`src/rtl/uart_piso.sv`:
```
// rtl/uart_piso.sv - parallel-in serial-out UART transmitter clocked at the bit rate
module uart_piso #(
    parameter int DATA_WIDTH = 8,
    parameter int PARITY_EN  = 0,
    parameter int PARITY_ODD = 0,
    parameter int STOP_BITS  = 1
) (
    input  logic                  baud_clk,
    input  logic                  rst,
    input  logic [DATA_WIDTH-1:0] data_in,
    input  logic                  valid_tx,
    output logic                  send,
    output logic                  data_tx,
    output logic                  tx_done
);

    typedef enum logic [2:0] {
        S_IDLE,
        S_START,
        S_DATA,
        S_PARITY,
        S_STOP
    } state_t;

    localparam int CNT_W = $clog2(DATA_WIDTH);
    localparam logic [CNT_W-1:0] LAST_BIT  = CNT_W'(DATA_WIDTH - 1);
    localparam logic [CNT_W-1:0] LAST_STOP = CNT_W'(STOP_BITS - 1);
    localparam logic             ODD_BIT   = 1'(PARITY_ODD);

    state_t                  state_q, state_d;
    logic [DATA_WIDTH-1:0]   shift_q, shift_d;
    logic [CNT_W-1:0]        cnt_q, cnt_d;
    logic                    parity_q, parity_d;
    logic                    send_q, send_d;
    logic                    line_q, line_d;
    logic                    done_q, done_d;

    // Next-state logic computes the registered output values one cycle ahead,
    // so each output bit appears exactly on the edge that enters its state.
    always_comb begin
        state_d  = state_q;
        shift_d  = shift_q;
        cnt_d    = cnt_q;
        parity_d = parity_q;
        send_d   = send_q;
        line_d   = line_q;
        done_d   = 1'b0;

        case (state_q)
            S_IDLE: begin
                send_d = 1'b0;
                line_d = 1'b1;
                if (valid_tx) begin
                    shift_d  = data_in;
                    parity_d = (^data_in) ^ ODD_BIT;
                    cnt_d    = '0;
                    state_d  = S_START;
                    send_d   = 1'b1;
                    line_d   = 1'b0;
                end
            end
            S_START: begin
                line_d  = shift_q[0];
                shift_d = shift_q >> 1;
                cnt_d   = '0;
                state_d = S_DATA;
            end
            S_DATA: begin
                if (cnt_q == LAST_BIT) begin
                    cnt_d = '0;
                    if (PARITY_EN != 0) begin
                        state_d = S_PARITY;
                        line_d  = parity_q;
                    end else begin
                        state_d = S_STOP;
                        line_d  = 1'b1;
                    end
                end else begin
                    line_d  = shift_q[0];
                    shift_d = shift_q >> 1;
                    cnt_d   = cnt_q + 1'b1;
                end
            end
            S_PARITY: begin
                state_d = S_STOP;
                line_d  = 1'b1;
                cnt_d   = '0;
            end
            S_STOP: begin
                line_d = 1'b1;
                if (cnt_q == LAST_STOP) begin
                    state_d = S_IDLE;
                    send_d  = 1'b0;
                    done_d  = 1'b1;
                end else begin
                    cnt_d = cnt_q + 1'b1;
                end
            end
            default: begin
                state_d = S_IDLE;
                send_d  = 1'b0;
                line_d  = 1'b1;
            end
        endcase
    end

    always_ff @(posedge baud_clk or negedge rst) begin
        if (!rst) begin
            state_q  <= S_IDLE;
            shift_q  <= '0;
            cnt_q    <= '0;
            parity_q <= 1'b0;
            send_q   <= 1'b0;
            line_q   <= 1'b1;
            done_q   <= 1'b0;
        end else begin
            state_q  <= state_d;
            shift_q  <= shift_d;
            cnt_q    <= cnt_d;
            parity_q <= parity_d;
            send_q   <= send_d;
            line_q   <= line_d;
            done_q   <= done_d;
        end
    end

    assign send    = send_q;
    assign data_tx = line_q;
    assign tx_done = done_q;

endmodule

```
`config.mk`:
```
export PLATFORM = sky130hd
export DESIGN_NAME = uart_piso
export DESIGN_NICKNAME = d
export VERILOG_FILES = /design/src/rtl/uart_piso.sv
export SDC_FILE = /design/constraint.sdc
export NUM_CORES = 1
export LEC_CHECK = 0
export BUFFER_PORTS_ARGS = -buffer_cell sky130_fd_sc_hd__buf_2
export CAP_MARGIN = 25
export CORE_ASPECT_RATIO = 0.9
export CORE_MARGIN = 1.5
export CORE_UTILIZATION = 25
export CTS_BUF_LIST = sky130_fd_sc_hd__clkbuf_16
export CTS_CLUSTER_DIAMETER = 120
export DETAILED_ROUTE_END_ITERATION = 7
export PLACE_DENSITY = 0.52
export SKIP_LAST_GASP = 1
export SYNTH_ARGS = -nofsm -noshare
export SYNTH_HDL_FRONTEND = slang
export SYNTH_SLANG_ARGS = --single-unit
export TNS_END_PERCENT = 20
```
`constraint.sdc`:
```
create_clock -name baud_clk -period 1.9 [get_ports baud_clk]
set_input_delay 0.19 -clock baud_clk [delete_from_list [all_inputs] [get_ports baud_clk]]
set_output_delay 0.19 -clock baud_clk [all_outputs]
set_load 0.01 [all_outputs]
```
==> results.json <==
{
  "crit_chain": "ha_1 > ha_1 > or3b_4 > a21oi_4 > a2bb2oi_1",
  "antenna_found_initial": 0,
  "critPathMostFrequentCell": "ha_1",
  "cp.required_ps": 2070,
  "cp-end-kind": "flip-flop",
  "cpPeakStageDelay_ps": 460,
  "max_slew.worst_pin.slew_ps": 497,
  "r2r_cells": 5,
  "design_area_um2": 1160,
  "viasPerCell": 4.91,
  "worstReg2RegStart": "cnt_q[0]$_DFFE_PN0P_",
  "slew_viol_final": 0,
  "start_kind": "flip-flop",
  "status": "finished clean",
  "syn-num-nets": 92,
  "min_to": "shift_q[7]$_DFFE_PN0P_",
  "crit_slowest_cell": "or3b_4",
  "synth_edf_count": 0,
  "path_buf_inv": 0,
  "nets": 110,
  "port_buffers": 13,
  "track_usage": 0.110,
  "seq_area_frac_synth": 0.456,
  "drtPass1Iterations": 4,
  "clock-root-buffer": "clkbuf_16",
  "clk_path_buf_depth": 2,
  "ios": 14,
  "placed_area_um2": 1040,
  "syn_area_um2": 935,
  "clk_latency_ps": 250,
  "hp-class": "input port to flip-flop",
  "die_h_um": 61.0,
  "synth.distinct_cells": 30,
  "hold_violations": 0,
  "first_global_vias": 673,
  "routabilityCongestion": 0.690,
  "reg2reg_setup_slack_ps": 50,
  "r2r_end": "shift_q[5]$_DFFE_PN0P_",
  "post-place-ws_ps": 2.16,
  "cts_buffers": 3,
  "setup_tns_ps": 0,
  "chipWidth_um": 67.5,
  "clock_skew_ps": 1.85,
  "hpwl_um": 1280,
  "core_area_um2": 3480,
  "htreeDepth": 1,
  "syn_to_final_growth_pct": 24.6,
  "peakVddDrop_uv": 440,
  "dieArea_um2": 4110,
  "worst_hold_slack_ps": 159,
  "cts_num_sinks": 17,
  "post-route-drc-count": 0,
  "fill_cells": 347,
  "total_leakage_power_nw": 0.512,
  "min-delay-start": "data_in[7]",
  "max_freq_ghz": 0.542,
  "synth_async_sr_flop_share": 1.00,
  "slew-limit-headroom": 0.669,
  "cp_top_family": "compound AO/OA/AOI/OAI gates",
  "synth_seq_cells": 17,
  "worstSetupPathType": "flip-flop to flip-flop",
  "yosysWarnings": 0,
  "cp.arrival_ps": 2020,
  "synth_cells": 78,
  "seqCellArea_um2": 427,
  "setup_slack_ps": 53.9,
  "syn_avg_cell_area_um2": 12.0,
  "row_count": 20,
  "grt_pass1_wl_um": 3280,
  "insertedDiodeCount": 0,
  "cts_tree": "done",
  "wirelength_um": 1950,
  "start_util": 0.269,
  "synthFlopType": "dfrtp_1",
  "finalCoreUtilization": 0.335,
  "max_cap_violations": 0,
  "antenna_left": 0,
  "min_period_over_period": 0.972,
  "rsz0062_at_grt": "yes",
  "whs_path_depth": 3,
  "multi_input_area_um2": 495,
  "setup_viol": 0,
  "grt-ovfl-total": 0,
  "power_density_nw_per_um2": 1850,
  "drt-wirelength-per-cell_um": 14.1,
  "clk_pin_slew_worst_paths_ps": 50,
  "drtIter0Drc": 26,
  "post_cts_buffers": 0,
  "vias": 682,
  "crit_path_max_fanout": 8,
  "grt_max_degree": 19,
  "drive_gt1_frac": 0.358,
  "fin_crit_ps": 1850
}
tightest hold or removal path, cell delays in order:
cell,delay [ps]
buf_2,80
nand2_1,40
o21ai_1,60
how the worst max path moves through the flow:
stage,from,endpoint,slack [ps],depth (start not counted)
floorplan,cnt_q[0]$_DFFE_PN0P_,shift_q[0]$_DFFE_PN0P_,190,6
global placement,cnt_q[0]$_DFFE_PN0P_,shift_q[4]$_DFFE_PN0P_,10,5
detailed placement,cnt_q[0]$_DFFE_PN0P_,shift_q[4]$_DFFE_PN0P_,2,5
CTS,cnt_q[0]$_DFFE_PN0P_,shift_q[4]$_DFFE_PN0P_,100,5
global route,cnt_q[0]$_DFFE_PN0P_,shift_q[1]$_DFFE_PN0P_,-70,5
finish,cnt_q[0]$_DFFE_PN0P_,shift_q[5]$_DFFE_PN0P_,50,5
report_power, final:
part	internal [W]	switching (W)	leakage, nW
clock network	0.000280	0.000140	0.0423
registers	0.000537	0.000129	0.208
logic	0.000525	0.000548	0.262
state kept, by name (all words and copies together) (netlist names):
| signal | count |
|---|---|
| tx_done | 1 |
| send | 1 |
| cnt_q | 3 |
| data_tx | 1 |
| state_q | 3 |
| shift_q | 8 |
metal layers:
layer / up-vias / share of wire / track usage
met1: 337 / 0.45 / 0.152
met4: 0 / 0.028 / 0.0787
met2: 7 / 0.50 / 0.156
met3: 4 / 0.019 / 0.0186
met5: - / 0 / 0
li1: 334 / - / -
cells in the mapped netlist (2+ instances only):
cell,instances,share of area
mux2i_1,2,0.021
xnor2_1,2,0.019
inv_1,3,0.012
dfrtp_1,16,0.43
nand2_1,3,0.012
buf_2,3,0.016
ha_1,3,0.040
o21ai_0,10,0.054
a221oi_1,7,0.066
nand2b_1,2,0.013
nor4b_2,2,0.032
a2bb2oi_1,7,0.066
cells in the final DEF, fill, tap and decap left out, types with 2 or more instances in the layout:
cell       count
dfrtp_1       16
nor4b_2        2
o21ai_0       10
xnor2_1        2
buf_4          3
inv_1          4
ha_1           3
buf_2         13
nand2_1        3
nand2b_1       2
or3b_4         2
clkbuf_16      3
a221oi_2       2
mux2i_1        2
a2bb2oi_1      6
a221oi_1       5
layout make-up:
type                       instances  share of cell area
inverter                           3             0.00967
sequential                        17               0.366
multi-input combinational         54               0.425
clock buffer                       3              0.0644
tap                               44              0.0473
timing repair buffer              17              0.0838
clock inverter                     1             0.00322
timing repair:
action                                 4_1_cts  5_1_grt
pin swaps                                    0        2
gates resized for setup                      1        4
endpoints found under the hold margin       16        0
gates cloned                                 0        1
hold buffers                                 1        0
setup endpoints to repair                    1        4
cells by family (layout without fill, tap and decap cells):
group / count (synthesis) / count (layout) / synth area share
AO/OA/AOI/OAI: 31 / 31 / 0.260
adder cells (fa/ha/maj): 3 / 3 / 0.0402
flip-flops: 17 / 17 / 0.456
buffers and inverters: 8 / 24 / 0.0482
AND/OR/NAND/NOR: 13 / 14 / 0.122
XOR/XNOR: 3 / 3 / 0.0362
multiplexers: 3 / 3 / 0.0375
metrics by stage:
stage,instances,power (W)
after floorplan,78,0.00144
after global placement,133,0.00162
after detailed placement,133,0.00164
after CTS,138,0.00208
after global routing,139,0.00233
final,139,0.00216
Note: power is estimated with default switching activity, not from simulation.
